$ cat config.mk
export PLATFORM = sky130hd
export DESIGN_NAME = ysyx_25020037_lsu
export DESIGN_NICKNAME = d
export VERILOG_FILES = /design/src/rtl/ysyx_25020037_lsu.sv
export SDC_FILE = /design/constraint.sdc
export NUM_CORES = 1
export LEC_CHECK = 0
export BUFFER_PORTS_ARGS = -buffer_cell sky130_fd_sc_hd__buf_2
export CAP_MARGIN = 20
export CORE_MARGIN = 3
export CORE_UTILIZATION = 40
export CTS_CLUSTER_SIZE = 24
export DETAILED_ROUTE_END_ITERATION = 7
export HOLD_SLACK_MARGIN = 0.06
export MAX_ROUTING_LAYER = met4
export PLACE_DENSITY_LB_ADDON = 0.3
export SLEW_MARGIN = 20
export SYNTH_ARGS = -nofsm -noshare
export SYNTH_HDL_FRONTEND = slang
export SYNTH_SLANG_ARGS = --single-unit
$ cat constraint.sdc
create_clock -name clk -period 4.37 [get_ports clk]
set_clock_uncertainty 0.05 [all_clocks]
set_input_delay 0.437 -clock clk [delete_from_list [all_inputs] [get_ports clk]]
set_output_delay 0.437 -clock clk [all_outputs]
set_load 0.02 [all_outputs]
$ cat src/rtl/ysyx_25020037_lsu.sv
// ysyx_25020037_lsu: multi-cycle load/store unit.
//
// Accepts one memory op from the execute stage over a valid/ready handshake,
// issues one request on the data memory bus, waits for the response or ack,
// and then spends one DONE cycle driving the register-file write port.
// The DONE cycle pulses done. It raises gpr_wen only for a legal load.
//
// FSM: IDLE -> REQ -> WAIT -> DONE -> IDLE. Illegal or non-memory ops skip
// straight from IDLE to DONE without touching the bus.
//
// Ports:
//   clk, rst            clock, synchronous active-low reset
//   in_*                op from EXU (valid/ready, addr, store data, funct3,
//                       load/store flags, rd)
//   mem_req_*, mem_*    request channel (valid/ready, addr, wen, lane-replicated
//                       wdata, byte mask) and response (rsp_valid, rdata)
//   gpr_waddr/wdata/wen one-cycle register file writeback
//   done                transaction-complete pulse
//   misalign            misaligned-access flag
//
// Optional feature macro: YSYX_25020037_LSU_MISALIGN_CHK_EN
//   defined   : misaligned half/word ops finish in DONE with misalign=1,
//               no bus request and no writeback
//   undefined : misalign stays 0 and every access is issued as-is
module ysyx_25020037_lsu #(
    parameter int AW = 32,
    parameter int DW = 32
) (
    input  logic          clk,
    input  logic          rst,
    input  logic          in_valid,
    output logic          in_ready,
    input  logic [AW-1:0] in_addr,
    input  logic [DW-1:0] in_wdata,
    input  logic [2:0]    in_funct3,
    input  logic          in_is_load,
    input  logic          in_is_store,
    input  logic [4:0]    in_rd,
    output logic          mem_req_valid,
    input  logic          mem_req_ready,
    output logic [AW-1:0] mem_addr,
    output logic          mem_wen,
    output logic [DW-1:0] mem_wdata,
    output logic [DW/8-1:0] mem_wmask,
    input  logic          mem_rsp_valid,
    input  logic [DW-1:0] mem_rdata,
    output logic [4:0]    gpr_waddr,
    output logic [DW-1:0] gpr_wdata,
    output logic          gpr_wen,
    output logic          done,
    output logic          misalign
);

    typedef enum logic [1:0] {IDLE, REQ, WAIT, DONE} state_t;

    state_t     state;
    logic [1:0] lane_q;
    logic [2:0] funct3_q;
    logic       is_load_q;
    logic [4:0] rd_q;

    logic ld_ok, st_ok, mem_op, mis_hit;

    // Byte strobes: byte lane from addr[1:0], half lane from addr[1].
    function automatic logic [DW/8-1:0] store_mask(input logic [1:0] size, input logic [1:0] lane);
        case (size)
            2'b00:   return 4'b0001 << lane;
            2'b01:   return 4'b0011 << {lane[1], 1'b0};
            default: return 4'b1111;
        endcase
    endfunction

    // Store data replicated across all lanes so the mask alone selects bytes.
    function automatic logic [DW-1:0] store_data(input logic [1:0] size, input logic [DW-1:0] wd);
        case (size)
            2'b00:   return {4{wd[7:0]}};
            2'b01:   return {2{wd[15:0]}};
            default: return wd;
        endcase
    endfunction

    function automatic logic [DW-1:0] load_data(input logic [2:0] f3, input logic [1:0] lane,
                                                input logic [DW-1:0] rd);
        logic [7:0]  b;
        logic [15:0] h;
        b = rd[8*lane +: 8];
        h = lane[1] ? rd[31:16] : rd[15:0];
        case (f3)
            3'b000:  return {{24{b[7]}}, b};
            3'b001:  return {{16{h[15]}}, h};
            3'b100:  return {24'b0, b};
            3'b101:  return {16'b0, h};
            default: return rd;
        endcase
    endfunction

    // A set is_load wins over is_store if both are presented.
    always_comb begin
        ld_ok  = in_is_load && (in_funct3 inside {3'd0, 3'd1, 3'd2, 3'd4, 3'd5});
        st_ok  = !in_is_load && in_is_store && (in_funct3 < 3'd3);
        mem_op = ld_ok || st_ok;
    end

`ifdef YSYX_25020037_LSU_MISALIGN_CHK_EN
    assign mis_hit = mem_op && ((in_funct3[1:0] == 2'b01 && in_addr[0]) ||
                                (in_funct3[1:0] == 2'b10 && in_addr[1:0] != 2'b00));
`else
    assign mis_hit = 1'b0;
`endif

    always_ff @(posedge clk) begin
        if (!rst) begin
            state         <= IDLE;
            in_ready      <= 1'b1;
            mem_req_valid <= 1'b0;
            mem_addr      <= '0;
            mem_wen       <= 1'b0;
            mem_wdata     <= '0;
            mem_wmask     <= '0;
            gpr_waddr     <= '0;
            gpr_wdata     <= '0;
            gpr_wen       <= 1'b0;
            done          <= 1'b0;
            misalign      <= 1'b0;
            lane_q        <= '0;
            funct3_q      <= '0;
            is_load_q     <= 1'b0;
            rd_q          <= '0;
        end else begin
            case (state)
                IDLE: begin
                    if (in_valid) begin
                        in_ready  <= 1'b0;
                        lane_q    <= in_addr[1:0];
                        funct3_q  <= in_funct3;
                        is_load_q <= ld_ok;
                        rd_q      <= in_rd;
                        if (mem_op && !mis_hit) begin
                            state         <= REQ;
                            mem_req_valid <= 1'b1;
                            mem_addr      <= in_addr;
                            mem_wen       <= st_ok;
                            mem_wdata     <= st_ok ? store_data(in_funct3[1:0], in_wdata) : '0;
                            mem_wmask     <= st_ok ? store_mask(in_funct3[1:0], in_addr[1:0]) : '0;
                        end else begin
                            // No bus access: finish immediately without writeback.
                            state     <= DONE;
                            done      <= 1'b1;
                            gpr_wen   <= 1'b0;
                            gpr_waddr <= in_rd;
                            misalign  <= mis_hit;
                        end
                    end
                end
                REQ: begin
                    if (mem_req_ready) begin
                        state         <= WAIT;
                        mem_req_valid <= 1'b0;
                    end
                end
                WAIT: begin
                    if (mem_rsp_valid) begin
                        state     <= DONE;
                        done      <= 1'b1;
                        gpr_wen   <= is_load_q;
                        gpr_waddr <= rd_q;
                        gpr_wdata <= is_load_q ? load_data(funct3_q, lane_q, mem_rdata) : '0;
                    end
                end
                default: begin
                    state     <= IDLE;
                    in_ready  <= 1'b1;
                    done      <= 1'b0;
                    gpr_wen   <= 1'b0;
                    gpr_waddr <= '0;
                    gpr_wdata <= '0;
                    misalign  <= 1'b0;
                end
            endcase
        end
    end

endmodule

### After elaboration in Yosys (flattened, before gate mapping)

Cells that the tools add are included.
W data, S select, Z words.

| operators by class | value |
|---|---|
| equal/unequal tests | 15 |
| $mul | 0 |
| shift operators | 3 |
| divide/modulo/power cells | 0 |
| magnitude comparators | 1 |
| $add $sub $neg | 0 |
| reductions and logical operators | 21 |
| muxes and demuxes | 33 |
| bitwise operators | 3 |

Operators with widths:

| operator | number |
|---|---|
| $pmux W32 S2 | 2 |
| $pmux W32 S4 | 1 |
| $mux W32 | 3 |
| $shiftx A32 B6 Y8 | 1 |
| $mux W16 | 1 |
| $mux W5 | 3 |
| $pmux W5 S3 | 1 |
| $eq A3 B3 Y1 const B | 4 |
| $mux W1 | 10 |
| $ne A2 B2 Y1 const B | 5 |
| $reduce_and A3 Y1 | 3 |
| $mux W2 | 4 |
| $pmux W4 S2 | 1 |
| $reduce_and A4 Y1 | 2 |
| $eq A3 B1 Y1 const B | 2 |
| $logic_not A3 Y1 | 2 |
| $pmux W1 S2 | 3 |
| $pmux W1 S3 | 2 |
| $pmux W2 S3 | 1 |
| $reduce_and A2 Y1 | 3 |
| $reduce_bool A5 Y1 | 1 |
| $eq A2 B1 Y1 const B | 2 |
| $logic_not A2 Y1 | 2 |
| $mux W4 | 1 |
| 11 further kinds | 16 |

| storage, ports and cells | value |
|---|---|
| bits of input ports | 111 |
| bits in latches | 0 |
| memories | 0 |
| word-level logic and storage cells | 92 |
| bits in registers | 124 |
| RAM bits | 0 |
| bits in read-only memories | 0 |
| output and inout bits | 111 |

### Depth between registers and ports, before layout

| depth | value |
|---|---|
| depth after elaboration | 7 |
| depth in mapped cells | 10 |
| gate-level depth less buffers | 6 |

### Worst setup path before layout

OpenSTA, ideal clock, no wires.

| timing path | value |
|---|---|
| kind | register to register |
| from | register state[0] |
| to | register gpr_wdata[21] |
| data arrival time | 1,922 ps |
| data required time | 4,198 ps |
| setup time | 122 ps |
| clock period less this slack | 2,094 ps |
| buffers on the path | 3 |
| path slack | 2,276 ps |
| cell stages (with the launch flop) | 10 |
| cell sequence | dfxtp_1 > inv_1 > ha_1 > buf_6 > nor2b_4 > or3_4 > and2_4 > buf_6 > buf_6 > a221o_1 |

| between the ends | value |
|---|---|
| cells in the longest elaborated chain, start to end | 4 |
| elaborated cells on any way between the ends | 8 |
| those cells by class | eq/ne: 3; mux: 1; bitwise: 1; reduce/logical: 3 |

RTL lines:

| what | line | source |
|---|---|---|
| start: declaration | 56 | `state_t state;` |
| start signal: assignment | 113 | `state <= IDLE;` |
| start signal: assignment | 139 | `state <= REQ;` |
| start signal: assignment | 147 | `state <= DONE;` |
| $eq A2 B1 Y1 or $logic_not A2 Y1 (tied branches) | 130 | `case (state)` |
| $reduce_or A2 Y1 (no line) | n/a |  |
| $not A1 Y1 (no line) | n/a |  |
| $reduce_and A2 Y1 (no line) | n/a |  |
| end signal: assignment | 167 | `gpr_wdata <= is_load_q ? load_data(funct3_q, lane_q, mem_rdata) : '0;` |
| end: declaration | 48 | `output logic [DW-1:0] gpr_wdata,` |

Several ways; a longest one is shown, not always the timed one.
A chain may end at the register's enable or synchronous reset.

### Worst setup path after layout

| timing path | value |
|---|---|
| from | register state[0] |
| to | register mem_req_valid |

| between the ends | value |
|---|---|
| cells in the longest elaborated chain, start to end | 3 |
| elaborated cells on any way between the ends | 8 |
| those cells by class | eq/ne: 4; mux: 1; reduce/logical: 3 |

RTL lines:

| what | line | source |
|---|---|---|
| $eq A2 B1 Y1 or $logic_not A2 Y1 (tied branches) | 130 |  |
| $ne A2 B2 Y1 (no line) or $reduce_bool A2 Y1 (tied branches) | n/a |  |
| $reduce_and A4 Y1 (no line) | n/a |  |
| end signal: assignment | 115 | `mem_req_valid <= 1'b0;` |
| end signal: assignment | 140 | `mem_req_valid <= 1'b1;` |
| end signal: assignment | 158 | `mem_req_valid <= 1'b0;` |
| end: declaration | 39 | `output logic mem_req_valid,` |

Several ways; a longest one is shown, not always the timed one.

==> results_dict.tcl <==
set metrics [dict create \
    htree_levels 4 \
    drv_cap 0 \
    hold_viol_final 0 \
    ys_seq_area_share_pct 44.76 \
    synth_edf_count 0 \
    antenna_left 0 \
    leakagePower_nw 3.272 \
    viasPerCell 5.219 \
    stdcell_count 1020 \
    multi_input_area_um2 2708 \
    post_cts_resized 0 \
    hp-class "in -> reg" \
    clock_latency_ns 0.41 \
    dieArea_um2 15200 \
    io_pins 222 \
    placed_area_um2 6589 \
    yosysWarnings 0 \
    finalSetupViolations 0 \
    initial_core_util_pct 41.22 \
    yosys.cell_types.count 52 \
    syn_to_final_growth_pct 30.25 \
    rows 42 \
    cts_max_path_buffers 2 \
    grt_usage_pct 21.59 \
    firstDrtPassIters 5 \
    yosysTopAreaCell "dfxtp_1" \
    drive_gt1_share_pct 35.15 \
    path_max_fanout 33 \
    worst_pin_slew_ns 0.9994 \
    synth_cells 644 \
    die_w_um 123.3 \
    grt_pass1_vias 4935 \
    cts_hold_buf 0 \
    power.switching_mw 1.081 \
    syn_avg_cell_area_um2 8.543 \
    antenna_found_initial 2 \
    fin_crit_sh_pct 65.50 \
    slowest_stage "o211a_1" \
    reg2regPathDepth 6 \
    critPathLaunchType "register" \
    r2r_start "state[0]" \
    power.total_mw 3.427 \
    synth_seq_cells 123 \
    switching_share_pct 31.53 \
    max_freq_mhz 349.4 \
    core_area_um2 13350 \
    nets 944 \
    place_inst 986 \
    max-slew-margin-rel_pct 33.37 \
    io_buffers 220 \
    avgRoutedWirePerCell_um 15.89 \
    synth_nets 759 \
    num_vias 5323 \
    grt_max_degree 64 \
    tritoncts "built" \
    dpl.hpwl_mm 11.34 \
    drt_iter0_drc 404 \
    yosysMostFrequentCell "nand2_1" \
    path_cells "inv_1 -> ha_1 -> and2_1 -> o211a_1 -> o21ai_0 -> a31oi_1" \
    gp_congestion 0.8193 \
    regArea_um2 2464 \
    fin_area_um2 7166 \
    final.setup.tns_ns 0 \
    clk_pin_slew_ns 0.06 \
    slowest_delay_ns 0.90 \
    syn-cell-area_um2 5502 \
    drcViolationCount 0 \
    totalWireLength_mm 16.20 \
    worstSetupEndpointType "register" \
    synth_top_area_share_pct 44.76 \
    synth_area_leaders "dfxtp_1 45%, nand2_1 8.7%, a21oi_1 6.6%" \
    synth_ff_type "dfxtp_1" \
    power_density_nw_per_um2 478.2 \
    cp.required_ns 4.65 \
    crit_end "mem_req_valid" \
    status "complete, no violations" \
    r2r_end "mem_req_valid" \
    slew_violations 0 \
    pwr-share-comb_pct 22.5 \
    vdd_drop_max_v 0.0002670 \
    overflow 0 \
    grt_pass1_wl_mm 24.86 \
    postCtsSetupRepairBufs 0 \
    internal_power_mw 2.346 \
    async_flop_share_pct 0 \
    nFillCells 1285 \
    power_frac_clock_pct 39.8 \
    ff2ff_setup_slack_ns 1.51 \
    clkSinkCount 123 \
    period_minus_slack_ns 2.862 \
    holdWs_ns 0.2063 \
    worstPathArrival_ns 3.14 \
    cts_buffers 17 \
    crit_path_start "state[0]" \
    rsz0062_at_grt "no" \
    crit_type "reg -> reg" \
    ys_top_cells_by_count "128 x nand2_1, 123 x dfxtp_1, 73 x a21oi_1, 43 x nor2_1" \
    fp.dieH_um 123.3 \
    clock-root-buffer "clkbuf_16" \
    seqPwrFrac_pct 37.7 \
]
[worst min-delay path by stage]
stage                      from      endpoint  slack [ns]  depth (start not counted)
detailed placement         done          done        0.39                          2
global route         in_addr[4]   mem_addr[4]        0.20                          3
global placement           done          done        0.38                          2
finish              in_addr[23]  mem_addr[23]        0.21                          3
CTS                 in_addr[23]  mem_addr[23]        0.19                          3
floorplan             is_load_q     is_load_q        0.38                          2
[critical path, delay by kind of cell, from the launching register on]
family | cells | cell delay [ns]
buffers and inverters | 1 | 0.09
AO/OA/AOI/OAI | 3 | 1.23
flip-flops | 1 | 0.34
AND/OR/NAND/NOR | 1 | 0.54
adder cells (fa/ha/maj) | 1 | 0.52
[cells by family after synthesis]
logic type | Yosys count | share of synthesized area, %
compound gates | 198 | 24.61
fa+ha+maj | 4 | 0.9097
buf+inv | 76 | 6.186
flops | 123 | 44.76
mux | 41 | 8.051
other cells | 1 | 0.06816
simple gates | 201 | 15.42
[registers in the layout, indices dropped and copies added, names as in the netlist]
name / count
gpr_wdata: 32
mem_addr: 32
mem_wdata: 32
gpr_waddr: 5
rd_q: 5
mem_wmask: 4
funct3_q: 3
lane_q: 2
state: 2
done: 1
gpr_wen: 1
in_ready: 1
is_load_q: 1
mem_req_valid: 1
mem_wen: 1
[stage by stage]
step	setup WS, ns	util [%]
finish	1.508	53.68
global route	1.182	53.68
CTS	1.445	53.64
detailed placement	1.473	49.36
global placement	1.516	49.36
floorplan	2.276	-
[final cells by class]
type                       count  share of cell area [%]
clock inverter                12                   1.729
clock buffer                  20                   6.234
sequential                   123                   34.38
timing repair buffer         224                   15.78
tap                          176                   3.073
inverter                      18                  0.9429
antenna                        2                 0.06984
multi-input combinational    445                   37.79
[cells in the final DEF (no fill, tap or decap), types with 2 or more instances in the layout]
master / count
mux2i_1: 15
a32o_1: 2
nand2_1: 128
nor3_1: 7
inv_1: 17
nand2b_1: 3
ha_1: 4
nor2b_1: 6
diode_2: 2
bufinv_16: 2
buf_2: 220
mux2_2: 26
clkbuf_16: 17
buf_4: 4
o21ai_0: 30
dfxtp_1: 122
a31o_2: 6
a221o_1: 16
clkinvlp_4: 4
a21oi_1: 73
and3_1: 2
and2_1: 2
nor2_1: 43
clkbuf_1: 2
a22oi_1: 33
o31ai_1: 2
clkinv_2: 5
a22o_1: 14
a221oi_1: 8
[power groups by stage]
stage / clock network [mW] / logic, mW / registers [mW]
floorplan: 0 / 0.537 / 1.35
global placement: 0 / 0.777 / 1.31
detailed placement: 0 / 0.778 / 1.31
CTS: 1.39 / 0.781 / 1.29
global route: 1.44 / 0.853 / 1.30
finish: 1.36 / 0.771 / 1.29
[layer usage]
metal	global-route usage (%)	vias to the layer above	part of all wire, %
met5	-	-	0
met4	7.405	0	1.3
met3	7.685	16	8.9
met2	32.55	216	46
met1	26.91	2441	44
li1	-	2650	-
(Power assumes the default switching activity.)
